[src/rtl/team_wb_pkg.sv]
// team_wb_pkg: shared types and constants for the team Wishbone initiator.
package team_wb_pkg;
    typedef enum logic [1:0] {IDLE, BUS, DONE} state_t;
    localparam int WB_ADDR_W = 32;
    localparam int WB_DATA_W = 32;
    // Wishbone word addresses clear the low byte-offset bits.
    localparam logic [1:0] WORD_ALIGN = 2'b00;
endpackage

[src/rtl/team_wb_manager.sv]
// team_wb_manager: single-transfer Wishbone classic initiator for a CPU-style strobe port.
// Optional bus timeout enabled by defining WB_MANAGER_TIMEOUT_EN.
module team_wb_manager
    import team_wb_pkg::*;
#(
    parameter int ADDR_W         = WB_ADDR_W,
    parameter int DATA_W         = WB_DATA_W,
    parameter int TIMEOUT_CYCLES = 255
) (
    input  logic                clk,
    input  logic                nrst,
    input  logic                cpu_read_i,
    input  logic                cpu_write_i,
    input  logic [ADDR_W-1:0]   cpu_adr_i,
    input  logic [DATA_W-1:0]   cpu_dat_i,
    input  logic [DATA_W/8-1:0] cpu_sel_i,
    output logic [DATA_W-1:0]   cpu_dat_o,
    output logic                cpu_busy_o,
    output logic                cpu_done_o,
    output logic                cpu_err_o,
    output logic [ADDR_W-1:0]   adr_o,
    output logic [DATA_W-1:0]   dat_o,
    output logic [DATA_W/8-1:0] sel_o,
    output logic                we_o,
    output logic                cyc_o,
    output logic                stb_o,
    input  logic [DATA_W-1:0]   dat_i,
    input  logic                ack_i
);
    state_t state, state_nxt;
    logic [DATA_W-1:0]   dat_r;
    logic [DATA_W/8-1:0] sel_r;
    logic                we_r;
    logic                err_r;
    logic                req;
    logic                timeout;

    assign req = cpu_read_i | cpu_write_i;

`ifdef WB_MANAGER_TIMEOUT_EN
    localparam int CNT_W = $clog2(TIMEOUT_CYCLES + 1) > 8 ? $clog2(TIMEOUT_CYCLES + 1) : 8;
    logic [CNT_W-1:0] cnt;
    always_ff @(posedge clk or negedge nrst) begin
        if (!nrst)
            cnt <= '0;
        else if (state != BUS)
            cnt <= '0;
        else if (!ack_i)
            cnt <= cnt + 1'b1;
    end
    // The edge that would bring the count to the limit abandons the transfer; an ack wins.
    assign timeout = (state == BUS) && !ack_i && (cnt == CNT_W'(TIMEOUT_CYCLES - 1));
`else
    assign timeout = 1'b0;
`endif

    always_ff @(posedge clk or negedge nrst) begin
        if (!nrst)
            state <= IDLE;
        else
            state <= state_nxt;
    end

    always_comb begin
        state_nxt = IDLE;
        if (state == IDLE)
            state_nxt = req ? BUS : IDLE;
        else if (state == BUS)
            state_nxt = (ack_i || timeout) ? DONE : BUS;
    end

    always_ff @(posedge clk or negedge nrst) begin
        if (!nrst) begin
            adr_o     <= '0;
            dat_r     <= '0;
            sel_r     <= '0;
            we_r      <= 1'b0;
            cpu_dat_o <= '0;
            err_r     <= 1'b0;
        end else begin
            if (state == IDLE && req) begin
                adr_o <= {cpu_adr_i[ADDR_W-1:2], WORD_ALIGN};
                dat_r <= cpu_dat_i;
                sel_r <= cpu_sel_i;
                we_r  <= cpu_write_i;
            end
            if (state == BUS && ack_i && !we_r)
                cpu_dat_o <= dat_i;
            err_r <= timeout;
        end
    end

    assign cyc_o      = (state == BUS);
    assign stb_o      = cyc_o;
    assign we_o       = cyc_o & we_r;
    assign sel_o      = cyc_o ? sel_r : '0;
    assign dat_o      = cyc_o ? dat_r : '0;
    assign cpu_busy_o = (state != IDLE);
    assign cpu_done_o = (state == DONE);
    assign cpu_err_o  = err_r & cpu_done_o;
endmodule

[config.mk]
export PLATFORM = sky130hd
export DESIGN_NAME = team_wb_manager
export DESIGN_NICKNAME = d
export VERILOG_FILES = /design/src/rtl/team_wb_pkg.sv /design/src/rtl/team_wb_manager.sv
export SDC_FILE = /design/constraint.sdc
export NUM_CORES = 1
export LEC_CHECK = 0
export ABC_AREA = 1
export BUFFER_PORTS_ARGS = -buffer_cell sky130_fd_sc_hd__buf_2
export CORE_MARGIN = 10
export CORE_UTILIZATION = 35
export CTS_CLUSTER_DIAMETER = 120
export DETAILED_ROUTE_END_ITERATION = 8
export PLACE_DENSITY = 0.68
export SLEW_MARGIN = 10
export SYNTH_ARGS = -nofsm -noshare
export SYNTH_HDL_FRONTEND = slang
export SYNTH_SLANG_ARGS = --single-unit
[constraint.sdc]
create_clock -name clk -period 1.2 [get_ports clk]
set_input_delay 0.12 -clock clk [delete_from_list [all_inputs] [get_ports clk]]
set_output_delay 0.12 -clock clk [all_outputs]
set_load 0.02 [all_outputs]
==> results.md, run 1 <==
* Num CTS Buffers at 9
* Hold Path Class: input port to register
* Root buf cell: clkbuf_16
* Grt ovf at 0
* Cell area after synthesis at ~4400 um2
* Routed vias/inst at ~4.8
* Clock slew seen by the registers of the worst setup and hold paths at 60 ps
* Pwr Total at about 23 mW
* Die area at 17,400 um2
* Initial antenna violation count at 2
* Adder-cell area share of the yosys netlist at 0%
* CP Launch Type: register
* Total number of vias at roughly 4,600
* # DRC at 0
* Final worst slack at -337 ps
* Area grow syn2layout at 71.0%
* Status: complete, but fails checks
* Final WL at 16,500 um
* Worst vdd ir at 0.00146 V
* Port bufs at just over 200
* Data arrival, critical path at roughly 1400 ps
* Post-synthesis mux area share at 0%
* CTS tree: done
* Fin crit share at 128%
* Final HPWL DP at about 10,000 um
* Worst-skew pair later-pin latency at ~340 ps
* Req. time, crit path at ~1100 ps
* Failing checks: negative setup slack
* # rows at 40
* Lkg Pwr at about 4.1 nW
* Final min period at ~1500 ps
* CP Max Fanout at 12
* RSZ-0062 raised after global routing: true
* GRT Total Usage at 18.8%
* Filler cell count in the final layout at ~1,000
* Maximum clock rate at roughly 0.65 GHz
* Largest net degree at the start of global routing at 54
* Final Hold Vio Count at 0
* Final TNS setup at -35,670 ps
* Die X at about 130 um
* Cell count after synthesis at roughly 530
* Clock Skews at between 6 and 7 ps
* Clock buffer depth at 2
* # H-tree levels at 3
* P per Cell Area at about 3100 nW/um2
* Share of cells above drive strength 1 at approximately 43%
* Core area at between 10,000 and 15,000 um2
* Synth Area in XOR/XNOR at 0%
* RePlAce Congestion at 0.771
* Synth Area in Simple Gates at 33.1%
* DRT Pass-1 Iters at 5
* Critical path endpoint category: output pin
* Fin nets at slightly below 900
* Clock Sinks at 101
* Final Max Tran Viols at 0
* First-pass GRT wire length at 26,400 um
* Compound-Gate Fraction of Synth Area at 0.228%
* Die height at around 130 um
* Final setup fails at between 100 and 150
* DRT iter0 DRCs at approximately 250
* Mapped Avg Cell Area at ~8.3 um2
* Yosys cell types at 17
* IO Count at around 210
* Vias in the first global route at between 4,000 and 5,000
* Antenna viol nets, final at 0
* Critical path class: register to output pin
* Sequential fraction of the synthesis area at around 58%
* Starting Density at 36.0%
* Number of synthesized register bits at slightly above 100
* Yosys warning total at 0
* Total of max-cap violations at 0
* Main combinational cell family by area after synthesis: simple AND/OR/NAND/NOR gates
* Avg WL per Cell at 17.3 um
## layout by cell type (no fill, tap or decap), types with 2 or more instances in the layout
master         count
buf_6             37
dlygate4sd3_1      5
buf_4             24
clkbuf_1           2
nor2_4            17
buf_8              5
inv_2              2
buf_12            25
nand2_1          190
nand2_2            8
nand3_2            2
nand2_8            2
buf_16            19
dfrtp_1          100
nor2_2            17
inv_1             40
conb_1             3
nand3_1           64
clkbuf_16          9
nand4_1           33
clkinv_2           2
buf_2            163
o21ai_1            2
nor2_1             7
## metrics by stage
stage,hold slack (ps),instances,setup WS (ps),cell area (um2),util [%]
global placement,-8.76,882,-33.6,5770,47.5
finish,8.11,954,-337,7490,61.6
detailed placement,-6.77,882,-57.9,5770,47.5
CTS,0.303,952,-319,7410,61.0
global route,0.422,954,-395,7490,61.6
floorplan,-176,531,-25.8,4480,-
## cell usage after synthesis
cell type,instances,area [um2]
buf_2,19,95.1
buf_4,8,60.1
buf_6,2,22.5
clkbuf_1,13,48.8
clkinv_1,1,3.75
conb_1,1,3.75
dfrtp_1,101,2530
inv_1,41,154
inv_2,2,7.51
nand2_1,198,743
nand2_2,1,6.26
nand3_1,66,330
nand4_1,33,206
nor2_1,39,146
nor2_2,1,6.26
nor2_4,1,11.3
o21ai_0,2,10.0
## cells by family after synthesis
| kind of cell | after synthesis |
|---|---|
| simple gates | 339 |
| flops | 101 |
| buf+inv | 86 |
| compound gates | 2 |
| other cells | 1 |
## where the power goes
group	total (mW)	leakage [nW]	switching [mW]	internal, mW
Combinational	14.5	2.70	7.47	6.99
Clock	2.91	0.143	1.24	1.67
Sequential	5.95	1.25	0.908	5.04
Total	23.3	4.09	9.61	13.7
## final cells by class
cell class / count / area, um2 / share of cell area [%]
Inverter: 44 / 170 / 2.27
Antenna cell: 1 / 2.50 / 0.0334
Sequential cell: 101 / 2530 / 33.7
Timing Repair Buffer: 279 / 2590 / 34.6
Clock inverter: 4 / 47.5 / 0.634
Tap cell: 168 / 210 / 2.80
Multi-Input combinational cell: 345 / 1700 / 22.6
Clock buffer: 12 / 246 / 3.29
## what timing repair did
item,in CTS,in global routing
hold buffers,5,0
endpoints found under the hold margin,105,0
setup endpoints to repair,137,141
pin swaps,51,6
buffers inserted,29,3
cloned,21,0
resized for setup,150,23
## state kept, by name, indices dropped and copies added, names as in the netlist
| signal | cells |
|---|---|
| we_r | 1 |
| cpu_dat_o | 32 |
| state | 2 |
| adr_o | 30 |
| sel_r | 4 |
| dat_r | 32 |
## critical path, stage by stage, from the launching register on
cell and delay [ps]:
dfrtp_2 420, nor2_4 150, inv_6 80, buf_12 160
nor2_4 120, buf_6 120
## final timing paths
path / depth (start not counted) / endpoint / slack [ps] / startpoint
worst max-delay path: 5 / dat_o[21] / -340 / state[1]
worst min-delay path: 3 / adr_o[2] / 8 / cpu_adr_i[2]
worst max register to register: 8 / dat_r[14] / -330 / state[1]
worst min register to register: 2 / adr_o[30] / 470 / adr_o[30]
max in group asynchronous: 3 / cpu_dat_o[15] / 480 / nrst
min in group asynchronous: 2 / dat_r[27] / 200 / nrst
## per-layer routing
| metal | track usage [%] | vias to the layer above | wire, um | share of wire (%) |
|---|---|---|---|---|
| met5 | 0 | - | 7 | 0.042 |
| met4 | 6.24 | 2 | 310 | 1.9 |
| met3 | 7.58 | 25 | 1600 | 9.6 |
| met2 | 30.7 | 207 | 7840 | 47 |
| met1 | 21.8 | 2168 | 6770 | 41 |
| li1 | - | 2162 | - | - |
(Power assumes the default switching activity.)
==> run 2, diff against run 1 <==
Settings changed: CTS_BUF_LIST set to sky130_fd_sc_hd__clkbuf_4.
==> run 2 against run 1 <==
- the run still ends with negative setup slack left
- clock skew rose by 16 ps
- non-clock buffer count rose by 103
- power rose by 0.72%
- clock-buffer cell count fell by 1
- combinational power rose by 7%
- sequential share of layout area fell by 4.0 points
- sequential power rose by 4.2%
- largest power group unchanged
- register-to-register slack got worse by 60 ps
- final area rose by 13%
- critical path type unchanged
- global-route usage rose by 1.3 points
- critical path depth did not move
- maximum frequency fell by 11%
==> results.md, run 2 (synthesized netlist as in run 1, its figures left out) <==
* Port bufs at between 200 and 250
* IO Count at 211
* Worst vdd ir at approximately 0.0014 V
* Clock buffer depth at 2
* Hold Path Class: input port to async pin
* Req. time, crit path at between 1000 and 1500 ps
* Critical path endpoint category: output pin
* CP Launch Type: register
* Status: complete, but fails checks
* Area grow syn2layout at 94.0%
* First-pass GRT wire length at between 20,000 and 30,000 um
* Filler cell count in the final layout at approximately 830
* Worst R2R Path Depth at 9
* Num CTS Buffers at 9
* Fin nets at 989
* Final setup fails at 141
* Critical path class: register to output pin
* Final WL at slightly above 20,000 um
* Core area at ~12,000 um2
* Post-DP Area at slightly below 6000 um2
* Worst-skew pair later-pin latency at around 470 ps
* CP Max Fanout at 15
* Final HPWL DP at between 10,000 and 15,000 um
* Maximum clock rate at 0.578 GHz
* Clock slew seen by the registers of the worst setup and hold paths at ~150 ps
* Final Hold Vio Count at 0
* Clock Skews at 22.6 ps
* Final worst slack at -531 ps
* Vias in the first global route at just over 5,000
* Failing checks: negative setup slack
* Antenna viol nets, final at 0
* Most common cell after layout, fill and taps aside: nand2_1
* Avg WL per Cell at 19.2 um
* RSZ-0062 raised after global routing: true
* Clock Sinks at between 100 and 150
* P per Cell Area at 2760 nW/um2
* DRT Pass-1 Iters at 5
* # DRC at 0
* Die height at 132 um
* DRT iter0 DRCs at around 490
* Data arrival, critical path at about 1600 ps
* Largest net degree at the start of global routing at 54
* CTS tree: done
* Lkg Pwr at 4.50 nW
* Fin crit share at 144%
* FF-to-FF setup slack at -390 ps
* # rows at 40
* Routed vias/inst at 5.01
* Commonest non-fill, non-tap cells in the layout: nand2_1 (186), buf_2 (114), dfrtp_1 (100), dlygate4sd3_1 (100), buf_6 (75)
* Final Cell Area at 8500 um2
* Starting Density at between 30 and 40%
* RePlAce Congestion at ~0.77
* Pwr Total at about 23 mW
* Final Max Tran Viols at 0
* Grt ovf at 0
* Initial antenna violation count at 3
* # H-tree levels at 3
* Share of cells above drive strength 1 at between 30% and 40%
* Total number of vias at 5,314
* Final min period at 1730 ps
* Die area at roughly 17,000 um2
* Total of max-cap violations at 0
* Largest registers: cpu_dat_o x32, dat_r x32, adr_o x30
* Root buf cell: clkbuf_4
* Die X at between 100 and 150 um
* GRT Total Usage at between 20 and 25%
## run 2: cell count changes in the layout (fill, tap and decap cells not counted), sizes merged
| cell | delta |
|---|---|
| dlygate4sd3 | +95 |
| clkbuf | +5 |
| buf | +3 |
| diode | +2 |
| bufbuf | -1 |
| clkinv | +1 |
| nand2 | +1 |
## run 2: where the power goes
group | switching (mW) | internal (mW) | total (mW)
Clock | 1.15 | 0.671 | 1.82
Sequential | 1.18 | 5.02 | 6.20
Combinational | 7.78 | 7.69 | 15.5
## run 2: timing repair
item | 4_1_cts | 5_1_grt
hold buffers | 100 | 0
endpoints found under the hold margin | 200 | 0
pin swaps | 29 | 12
endpoints found under the setup margin | 143 | 192
setup buffers | 16 | 25
cloned | 13 | 9
resized for setup | 101 | 144
## run 2: metal layers
metal | wire length (um) | global-route usage, % | vias up | share of wire, %
met3 | 2110 | 5.95 | 61 | 10
met4 | 646 | 8.16 | 0 | 3.2
met2 | 10100 | 33.5 | 341 | 50
li1 | - | - | 2381 | -
met1 | 7480 | 23.4 | 2531 | 37
met5 | 0 | 0 | - | 0
## run 2: path summary, 6_finish.rpt
| check | end | start |
|---|---|---|
| worst max-delay path | dat_o[9] | state[1] |
| worst min-delay path | dat_r[24] | nrst |
| worst max register to register | adr_o[28] | state[1] |
| worst min register to register | dat_r[15] | dat_r[15] |
| max in group asynchronous | cpu_dat_o[15] | nrst |
| min in group clk | state[0] | ack_i |
## run 2: cell type report
cell class	instances	area [um2]	area share, %
inverters	44	170	2.00
multi-input cells	346	1700	19.9
repair buffers	382	3760	44.2
diodes	3	7.51	0.0883
well taps	168	210	2.47
clock inverters	5	51.3	0.603
flip-flops and latches	101	2530	29.7
clock buffers	11	82.6	0.971
## run 2: worst max-delay path, stage by stage (launching register included)
cell and delay [ps]:
dfrtp_2 450, nor2_4 160, inv_6 80, buf_12 160, nor2_1 140, buf_4 180
## run 2: metrics by stage
step	util, %	hold slack (ps)	TNS (ps)	setup WS [ps]	std cells
floorplan	-	-176	-543	-25.8	531
global placement	47.5	-8.76	-755	-33.6	882
detailed placement	47.5	-6.77	-1420	-57.9	882
CTS	63.3	30.1	-41220	-499	1027
global route	69.9	39.6	-57130	-604	1060
finish	69.9	66.5	-45820	-531	1060
